--- config.mk ---
export PLATFORM = sky130hd
export DESIGN_NAME = efpga_config_loader_flat
export DESIGN_NICKNAME = d
export VERILOG_FILES = /design/src/rtl/efpga_config_loader_pkg.sv /design/src/rtl/efpga_config_loader_if.sv /design/src/rtl/efpga_config_loader_decoder.sv /design/src/rtl/efpga_config_loader.sv /design/src/flat_wrapper.sv
export SDC_FILE = /design/constraint.sdc
export NUM_CORES = 1
export LEC_CHECK = 0
export BUFFER_PORTS_ARGS = -buffer_cell sky130_fd_sc_hd__clkbuf_2
export CORE_ASPECT_RATIO = 0.7
export CORE_MARGIN = 4
export CORE_UTILIZATION = 40
export CTS_BUF_LIST = sky130_fd_sc_hd__clkbuf_4 sky130_fd_sc_hd__clkbuf_8 sky130_fd_sc_hd__clkbuf_16
export CTS_CLUSTER_SIZE = 12
export DETAILED_ROUTE_END_ITERATION = 10
export PLACE_DENSITY = 0.76
export REMOVE_ABC_BUFFERS = 1
export SKIP_CTS_REPAIR_TIMING = 1
export SYNTH_ARGS = -nofsm -noshare
export SYNTH_HDL_FRONTEND = slang
export SYNTH_HIERARCHICAL = 1
export SYNTH_SLANG_ARGS = --single-unit
--- constraint.sdc ---
create_clock -name CLK -period 2 [get_ports CLK]
set_input_delay 0.4 -clock CLK [delete_from_list [all_inputs] [get_ports CLK]]
set_output_delay 0.4 -clock CLK [all_outputs]
set_load 0.05 [all_outputs]
--- src/rtl/efpga_config_loader_pkg.sv ---
// efpga_cfg_pkg: shared constants and types for the eFPGA configuration loader.
//   - bitstream sync word
//   - header field positions
//   - loader state encoding
//   - default fabric geometry
// CONFIG_LOADER_CHECKSUM_EN adds the checksum state to the state enum.
package efpga_cfg_pkg;

  localparam int unsigned WORD_W = 32;
  localparam logic [WORD_W-1:0] SYNC_WORD = 32'hFAB0_FAB1;

  // Header word layout: [20] desync, [15:8] column, [7:0] frame.
  localparam int unsigned HDR_DESYNC_BIT = 20;
  localparam int unsigned HDR_COL_LSB    = 8;
  localparam int unsigned HDR_FRAME_LSB  = 0;
  localparam int unsigned HDR_FIELD_W    = 8;

  localparam int unsigned DEF_ROWS           = 3;
  localparam int unsigned DEF_COLS           = 5;
  localparam int unsigned DEF_FRAME_BITS     = 32;
  localparam int unsigned DEF_FRAMES_PER_COL = 36;

  typedef enum logic [2:0] {
    ST_IDLE,
    ST_HEADER,
    ST_DATA,
    ST_STROBE,
    ST_ERROR
`ifdef CONFIG_LOADER_CHECKSUM_EN
    , ST_CHECKSUM
`endif
  } state_t;

endpackage

--- src/rtl/efpga_config_loader_if.sv ---
// efpga_config_loader_if: valid/ready bitstream word stream into the loader.
//   s_data  : bitstream word (master -> slave)
//   s_valid : s_data valid (master -> slave)
//   s_ready : loader accepts a word (slave -> master)
interface efpga_config_loader_if;
  import efpga_cfg_pkg::*;

  logic [WORD_W-1:0] s_data;
  logic              s_valid;
  logic              s_ready;

  modport master (output s_data, output s_valid, input s_ready);
  modport slave  (input s_data, input s_valid, output s_ready);

endinterface

--- src/rtl/efpga_config_loader_decoder.sv ---
// efpga_frame_select_decoder: turns a latched (column, frame) pair plus a
// strobe into the one-hot FrameSelect vector, bit column*MaxFramesPerCol+frame.
//   column, frame : latched header fields
//   strobe        : high for the single write cycle
//   select        : one-hot frame write strobe, all-zero when strobe is low
module efpga_frame_select_decoder
  import efpga_cfg_pkg::*;
#(
  parameter int unsigned NumberOfCols    = DEF_COLS,
  parameter int unsigned MaxFramesPerCol = DEF_FRAMES_PER_COL
) (
  input  logic [HDR_FIELD_W-1:0]                  column,
  input  logic [HDR_FIELD_W-1:0]                  frame,
  input  logic                                    strobe,
  output logic [NumberOfCols*MaxFramesPerCol-1:0] select
);

  always_comb begin
    select = '0;
    for (int unsigned c = 0; c < NumberOfCols; c++) begin
      for (int unsigned f = 0; f < MaxFramesPerCol; f++) begin
        select[c*MaxFramesPerCol+f] = strobe
                                      && (column == HDR_FIELD_W'(c))
                                      && (frame == HDR_FIELD_W'(f));
      end
    end
  end

endmodule

--- src/rtl/efpga_config_loader.sv ---
// efpga_config_loader: parses a word-serial configuration bitstream
// (sync word, then header / data frames, then a desync header) and writes
// assembled frames into the fabric through a one-hot frame strobe.
//   CLK, resetn   : clock, asynchronous active-low reset
//   bus (slave)   : s_data / s_valid / s_ready word stream
//   FrameRegister : assembled frame, first row word in the top slice
//   FrameSelect   : one-hot frame write strobe, one cycle per frame
//   ConfigBusy    : high from sync word until desync or error
//   ConfigDone    : one-cycle pulse on clean desync
//   ConfigError   : sticky error, cleared by the next sync word
// Optional macro CONFIG_LOADER_CHECKSUM_EN: a desync header is followed by a
// word that must equal the 32-bit sum of all data words since sync.
module efpga_config_loader
  import efpga_cfg_pkg::*;
#(
  parameter int unsigned NumberOfRows    = DEF_ROWS,
  parameter int unsigned NumberOfCols    = DEF_COLS,
  parameter int unsigned FrameBitsPerRow = DEF_FRAME_BITS,
  parameter int unsigned MaxFramesPerCol = DEF_FRAMES_PER_COL
) (
  input  logic                                    CLK,
  input  logic                                    resetn,
  efpga_config_loader_if.slave                    bus,
  output logic [NumberOfRows*FrameBitsPerRow-1:0] FrameRegister,
  output logic [NumberOfCols*MaxFramesPerCol-1:0] FrameSelect,
  output logic                                    ConfigBusy,
  output logic                                    ConfigDone,
  output logic                                    ConfigError
);

  localparam int unsigned RowW = (NumberOfRows > 1) ? $clog2(NumberOfRows) : 1;

  state_t state, state_next;

  logic                   ready;
  logic                   accept;
  logic                   busy_next, done_next, error_next;
  logic                   load_hdr, load_word;
  logic [RowW-1:0]        row;
  logic                   row_last;
  logic [HDR_FIELD_W-1:0] col_q, frame_q;
  logic [HDR_FIELD_W-1:0] hdr_col, hdr_frame;
  logic                   hdr_desync, hdr_bad;
`ifdef CONFIG_LOADER_CHECKSUM_EN
  logic                   clear_sum;
  logic [WORD_W-1:0]      checksum;
`endif

  assign ready       = (state != ST_STROBE);
  assign bus.s_ready = ready;
  assign accept      = bus.s_valid && ready;

  assign hdr_col    = bus.s_data[HDR_COL_LSB +: HDR_FIELD_W];
  assign hdr_frame  = bus.s_data[HDR_FRAME_LSB +: HDR_FIELD_W];
  assign hdr_desync = bus.s_data[HDR_DESYNC_BIT];
  assign hdr_bad    = (32'(hdr_col) >= NumberOfCols) || (32'(hdr_frame) >= MaxFramesPerCol);
  assign row_last   = (row == RowW'(NumberOfRows - 1));

  always_ff @(posedge CLK or negedge resetn) begin
    if (!resetn) begin
      state       <= ST_IDLE;
      ConfigBusy  <= 1'b0;
      ConfigDone  <= 1'b0;
      ConfigError <= 1'b0;
    end else begin
      state       <= state_next;
      ConfigBusy  <= busy_next;
      ConfigDone  <= done_next;
      ConfigError <= error_next;
    end
  end

  always_comb begin
    state_next = state;
    busy_next  = ConfigBusy;
    done_next  = 1'b0;
    error_next = ConfigError;
    load_hdr   = 1'b0;
    load_word  = 1'b0;
`ifdef CONFIG_LOADER_CHECKSUM_EN
    clear_sum  = 1'b0;
`endif
    unique case (state)
      // The sync word is only recognised here; inside a frame it is data.
      ST_IDLE, ST_ERROR: begin
        if (accept && (bus.s_data == SYNC_WORD)) begin
          state_next = ST_HEADER;
          busy_next  = 1'b1;
          error_next = 1'b0;
`ifdef CONFIG_LOADER_CHECKSUM_EN
          clear_sum  = 1'b1;
`endif
        end
      end
      ST_HEADER: begin
        if (accept) begin
          if (hdr_desync) begin
`ifdef CONFIG_LOADER_CHECKSUM_EN
            state_next = ST_CHECKSUM;
`else
            state_next = ST_IDLE;
            busy_next  = 1'b0;
            done_next  = 1'b1;
`endif
          end else if (hdr_bad) begin
            state_next = ST_ERROR;
            busy_next  = 1'b0;
            error_next = 1'b1;
          end else begin
            state_next = ST_DATA;
            load_hdr   = 1'b1;
          end
        end
      end
      ST_DATA: begin
        if (accept) begin
          load_word = 1'b1;
          if (row_last) begin
            state_next = ST_STROBE;
          end
        end
      end
      ST_STROBE: begin
        state_next = ST_HEADER;
      end
`ifdef CONFIG_LOADER_CHECKSUM_EN
      ST_CHECKSUM: begin
        if (accept) begin
          busy_next = 1'b0;
          if (bus.s_data == checksum) begin
            state_next = ST_IDLE;
            done_next  = 1'b1;
          end else begin
            state_next = ST_ERROR;
            error_next = 1'b1;
          end
        end
      end
`endif
      default: begin
        state_next = ST_IDLE;
      end
    endcase
  end

  // Row slot r lands at the top-down position so the first word ends up in
  // the most significant slice.
  always_ff @(posedge CLK or negedge resetn) begin
    if (!resetn) begin
      FrameRegister <= '0;
      row           <= '0;
      col_q         <= '0;
      frame_q       <= '0;
    end else begin
      if (load_hdr) begin
        col_q   <= hdr_col;
        frame_q <= hdr_frame;
        row     <= '0;
      end
      if (load_word) begin
        for (int unsigned r = 0; r < NumberOfRows; r++) begin
          if (row == RowW'(r)) begin
            FrameRegister[(NumberOfRows-1-r)*FrameBitsPerRow +: FrameBitsPerRow] <= bus.s_data;
          end
        end
        row <= row_last ? '0 : row + RowW'(1);
      end
    end
  end

`ifdef CONFIG_LOADER_CHECKSUM_EN
  always_ff @(posedge CLK or negedge resetn) begin
    if (!resetn) begin
      checksum <= '0;
    end else if (clear_sum) begin
      checksum <= '0;
    end else if (load_word) begin
      checksum <= checksum + bus.s_data;
    end
  end
`endif

  efpga_frame_select_decoder #(
    .NumberOfCols    (NumberOfCols),
    .MaxFramesPerCol (MaxFramesPerCol)
  ) u_decoder (
    .column (col_q),
    .frame  (frame_q),
    .strobe (state == ST_STROBE),
    .select (FrameSelect)
  );

endmodule

--- src/flat_wrapper.sv ---
// flat-port wrapper written by rule: the top's interface ports become plain ports
module efpga_config_loader_flat import efpga_cfg_pkg::*;
#(
  parameter int unsigned NumberOfRows    = DEF_ROWS,
  parameter int unsigned NumberOfCols    = DEF_COLS,
  parameter int unsigned FrameBitsPerRow = DEF_FRAME_BITS,
  parameter int unsigned MaxFramesPerCol = DEF_FRAMES_PER_COL
)
  (CLK, resetn, FrameRegister, FrameSelect, ConfigBusy, ConfigDone, ConfigError, bus_s_data, bus_s_valid, bus_s_ready);
  efpga_config_loader_if bus_i ();
  input  logic CLK;
  input  logic resetn;
  output logic [NumberOfRows*FrameBitsPerRow-1:0] FrameRegister;
  output logic [NumberOfCols*MaxFramesPerCol-1:0] FrameSelect;
  output logic ConfigBusy;
  output logic ConfigDone;
  output logic ConfigError;
  input wire logic [$bits(bus_i.s_data)-1:0] bus_s_data;
  input wire logic [$bits(bus_i.s_valid)-1:0] bus_s_valid;
  output wire logic [$bits(bus_i.s_ready)-1:0] bus_s_ready;
  assign bus_i.s_data = bus_s_data;
  assign bus_i.s_valid = bus_s_valid;
  assign bus_s_ready = bus_i.s_ready;
  efpga_config_loader #(.NumberOfRows(NumberOfRows), .NumberOfCols(NumberOfCols), .FrameBitsPerRow(FrameBitsPerRow), .MaxFramesPerCol(MaxFramesPerCol)) u_core (.CLK(CLK), .resetn(resetn), .bus(bus_i), .FrameRegister(FrameRegister), .FrameSelect(FrameSelect), .ConfigBusy(ConfigBusy), .ConfigDone(ConfigDone), .ConfigError(ConfigError));
endmodule
* Word level (Yosys, flattened, before mapping)
Index checks and enable logic that the tools add are counted.
** Storage, ports and cells
- Bits in registers :: 120
- Latch bits :: 0
- RAM bits :: 0
- ROM bits :: 0
- Input bits :: 35
- Output and inout port bits :: 280
- Logic and storage cells :: 297
- Memories :: 0
** Operators by class
- $add $sub $neg :: 1
- Multipliers :: 0
- Div/mod/pow operators :: 0
- $lt $le $gt $ge :: 2
- Equal/unequal tests :: 54
- Shift operators :: 0
- Multiplexer cells :: 29
- Bitwise logic cells :: 0
- Reduce and logical (&&, ||, !) cells :: 201
** Operators by type and width (number)
- 1-bit logical AND :: 187
- 8-bit by 5-bit equality test with 1-bit output, second input constant :: 16
- 8-bit by 4-bit equality test with 1-bit output, second input constant :: 8
- 8-bit by 3-bit equality test with 1-bit output, second input constant :: 5
- 32-bit equality test, second input constant :: 1
- 8-bit by 2-bit equality test with 1-bit output, second input constant :: 4
- 8-bit by 6-bit equality test with 1-bit output, second input constant :: 4
- 3-bit two-way mux :: 6
- 1-bit two-way mux :: 17
- 8-bit by 1-bit equality test with 1-bit output, second input constant :: 2
- 8-bit logical NOT :: 2
- 3-bit one-hot mux with 4 select lines :: 1
- 2-bit by 1-bit != test with 1-bit output, second input constant :: 5
- 8-bit by 3-bit greater-or-equal comparator with 1-bit output, second input constant :: 1
- 8-bit by 6-bit greater-or-equal comparator with 1-bit output, second input constant :: 1
- 4-bit AND reduction :: 2
- 3-bit by 2-bit equality test with 1-bit output, second input constant :: 2
- 2-bit two-way mux :: 3
- 3-bit by 2-bit != test with 1-bit output, second input constant :: 2
- 2-bit AND reduction :: 3
- 5-bit AND reduction :: 1
- 1-bit one-hot mux with 2 select lines :: 2
- 2-bit nonzero test :: 2
- 3-bit by 1-bit equality test with 1-bit output, second input constant :: 1
- other kinds (9) :: 9

* Depth between registers and ports, before layout
- Word-level depth :: 8
- Gate-level depth with buffers :: 7
- Depth with buffers taken out :: 5

* By module
The synthesis kept the hierarchy.
** Modules (own cells, without submodules)
- efpga_config_loader :: times used 1, cells each 299, area each 4722.0 um^2, sequential area each 3002.9 um^2
- efpga_frame_select_decoder :: times used 1, cells each 286, area each 1316.3 um^2, sequential area each 0.0 um^2

* Worst setup path after synthesis
No wires, ideal clock.
- Kind :: register to output
- From :: register u_core.state[2]
- To :: output port FrameSelect[24]
- Arrival time :: 3.228 ns
- Data required time :: 1.600 ns
- Path slack :: -1.628 ns
- Cell stages (with the launch flop) :: 7
- Path buffers :: 1
- Path through :: dfrtp_1 -> nand3b_1 -> inv_1 -> nor3b_2 -> buf_2 -> nand3_1 -> nor4_1
** On the way
- Longest elaborated chain between the ends :: 3
** RTL lines
- from (decl) :: RTL line efpga_config_loader.sv:33 : state_t state, state_next;
- from (signal assigned) :: RTL line efpga_config_loader.sv:66 : state <= state_next;
- 3-bit by 2-bit equality test with 1-bit output :: RTL line efpga_config_loader.sv:189 : .strobe (state == ST_STROBE),
- 1-bit logical AND :: RTL line efpga_config_loader_decoder.sv:23 : && (column == HDR_FIELD_W'(c))
- 1-bit logical AND :: RTL line efpga_config_loader_decoder.sv:24 : && (frame == HDR_FIELD_W'(f));
- to (decl) :: RTL line flat_wrapper.sv:14 : output logic [NumberOfCols*MaxFramesPerCol-1:0] FrameSelect;
Every way passes these cells.

* Worst setup path in the final report
- From :: register u_core.frame_q[0]
- To :: output port FrameSelect[69]
** On the way
- Longest elaborated chain between the ends :: 2
** RTL lines
- from (decl) :: RTL line efpga_config_loader.sv:41 : logic [HDR_FIELD_W-1:0] col_q, frame_q;
- from (signal assigned) :: RTL line efpga_config_loader.sv:157 : frame_q <= hdr_frame;
- 8-bit by 6-bit equality test with 1-bit output :: RTL line efpga_config_loader_decoder.sv:24
- 1-bit logical AND :: RTL line efpga_config_loader_decoder.sv:24
Every way passes these cells.

==> impl_metrics.yaml <==
grt:
  grt_overflow: 0
  grt_max_degree: 44
  grt_pass1_vias: 5835
  grt_antenna_before_repair: 0
  grt_pass1_wl_mm: 33.7
  grt_usage_pct: 24.6
worst_setup_path:
  crit_path_cell_trace: "buf_2 -> nor4b_1 -> buf_4 -> nand3_1 -> nor2_2 -> buf_12"
  worst-r2r-cell-count: 8
  path_delay_family: "simple AND/OR/NAND/NOR gates"
  critPathLaunchType: "register"
  r2r_setup_slack_ps: -60
  path_class: "register to output port"
  cp_num_cells: 6
  end_kind: "output port"
  r2r_start: "u_core/state[0]"
  path_buf_inv: 3
  cp_max_fo: 6
  worstPathRequired_ps: 1600
  crit-reg2reg-capture: "u_core/FrameRegister[48]"
  cpPeakStageDelay_ps: 530
  crit_arrival_ps: 2530
  cp-startpoint: "u_core/frame_q[0]"
  crit_slowest_cell: "nor4b_1"
  crit_end: "FrameSelect[69]"
power_and_ir_drop:
  leakagePower_nw: 5.58
  vdd_drop_max_mv: 0.610
  pwr_density_cell_nw_per_um2: 445
  total_power_mw: 5.45
placement:
  placed_area_sq_um: 9700
  routabilityCongestion: 0.881
  port_buffers: 314
  place_hpwl_mm: 16.9
die:
  ioPinCount: 315
  dieWidth_um: 155
  core-area_sq_um: 14700
  initial_core_util_pct: 41.0
  dieArea_sq_um: 17200
  rows: 37
  die_h_um: 111
drt:
  totalWireLength_mm: 31.2
  drt_first_pass_iters: 5
  route.detailed.drc: 0
  drtIter0Drc: 614
  ant_nets: 0
  viasPerCell: 5.66
  vias: 6878
  wire_per_inst_um: 25.7
logic_synthesis:
  synth_common_cells: "nor2_1, dfrtp_1, mux2_2"
  ys.flop_type: "dfrtp_1"
  yosys.area.top_type: "dfrtp_1"
  ys_seq_area_share_pct: 49.7
  async_flop_share_pct: 100
  synth_cells: 585
  synth_edf_count: 0
  synth.area.top_cells: "dfrtp_1, mux2_2, nor2_1"
  synth_seq_cells: 120
  synth_most_common_cell: "nor2_1"
  synth_area_sq_um: 6040
  yosys_warnings: 6
  synth.avg_cell_area_sq_um: 10.3
  yosysUniqueCellTypes: 51
  synth_top_area_share_pct: 49.7
timing:
  finalCritPeriodShare_pct: 146
  setup_ws_ps: -928
  tightest_slew_ps: 622
  slew_headroom_pct: 57.9
  drv_slew: 0
  final-hold-violation-count: 0
  period_needed_ps: 2930
  fin_skew_ps: 10.9
  tns_ps: -112340
  setup_viol: 199
  rsz0062_at_grt: "true"
  max_freq_mhz: 341
hold_path:
  hold_path_class: "input pin to register"
flow_run:
  maxCapViolations: 0
clock_network:
  root_buffer: "clkbuf_16"
  clk-insertion-delay-late_ps: 400
  clk_pin_slew_ps: 60
  numCtsBuffers: 17
  cts-htree-levels: 4
  clockBufferDepth: 2
  cts_tree: "yes"
  clkSinkCount: 120
finish:
  fin_nets: 1042
  synthToLayoutAreaGrowth_pct: 103
  design_area_sq_um: 12200
  final_util_pct: 83.1
  n_antenna_cell: 0
  final_layout_size_suffix_gt1_share_pct: 71.7
run_status:
  failed_checks: "setup timing"
  status: "finished, violations left"
-- per-stage QoR --
stage               hold WS, ps  setup slack, ps  instances
global route                276             -941       1215
floorplan                   104            -2330        546
detailed placement          389             -242       1125
CTS                       -40.1             -681       1157
global placement            384             -148       1125
finish                      284             -928       1215
-- state kept, by name, summed over array words and instances, names as in the netlist --
| signal | flops |
|---|---|
| u_core/row | 2 |
| u_core/ConfigBusy | 1 |
| u_core/ConfigDone | 1 |
| u_core/FrameRegister | 96 |
| u_core/ConfigError | 1 |
| u_core/col_q | 8 |
| u_core/frame_q | 8 |
| u_core/state | 3 |
-- worst min path at each step --
stage	end	depth (start not counted)	startpoint
final	u_core/FrameRegister[56]	2	bus_s_data[24]
after global routing	u_core/FrameRegister[56]	2	bus_s_data[24]
after CTS	u_core/FrameRegister[86]	1	resetn
after detailed placement	u_core/FrameRegister[31]	1	resetn
after global placement	u_core/FrameRegister[89]	1	resetn
after floorplan	u_core/ConfigBusy	0	resetn
-- layer usage --
layer  global-route usage (%)  vias up  share of wire, %
li1                         -     2877                 -
met1                     34.2     3421                38
met2                     39.2      458                50
met3                     5.38      122               8.3
met4                     6.47        0               4.5
met5                        0        -                 0
-- area by class of cell --
type	instances	area [sq um]
flip-flops and latches	120	3010
well taps	195	244
repair buffers	442	4870
clock buffers	22	488
inverters	4	15.0
fillers	730	2480
clock inverters	10	70.1
multi-input cells	422	3540
-- power breakdown --
part	switching [mW]	internal, mW	total, mW	leakage, nW
clock network	1.12	1.73	2.85	0.264
registers	0.000000000542	2.43	2.43	1.66
logic	0.113	0.0557	0.169	3.65
total	1.23	4.21	5.45	5.58
-- placed cells by master (no fill, tap or decap), types with 4 or more instances in the layout --
cell type / instances
nand2b_1: 4
dfrtp_1: 115
clkbuf_4: 5
clkinvlp_4: 5
nand2_1: 12
clkbuf_8: 4
nand2_2: 5
nor2b_1: 6
mux2_4: 6
mux2_1: 5
nand3_4: 9
and2_2: 7
nor2_1: 70
buf_6: 85
clkbuf_2: 133
buf_8: 7
nor2_4: 42
nand3_1: 6
clkbuf_16: 28
nor3_1: 5
mux2_2: 93
dfrtp_2: 5
buf_4: 93
nor2_2: 66
nand4_1: 28
buf_12: 106
-- cells by family (layout without fill, tap and decap cells) --
| group | Yosys count | in the layout | synth area share [%] |
|---|---|---|---|
| xor+xnor | 1 | 1 | 0.145 |
| flops | 120 | 120 | 49.7 |
| compound gates | 15 | 15 | 1.84 |
| simple gates | 302 | 302 | 25.3 |
| mux | 104 | 104 | 19.5 |
| buf+inv | 43 | 478 | 3.56 |
Power figures use the tool's default switching activity.
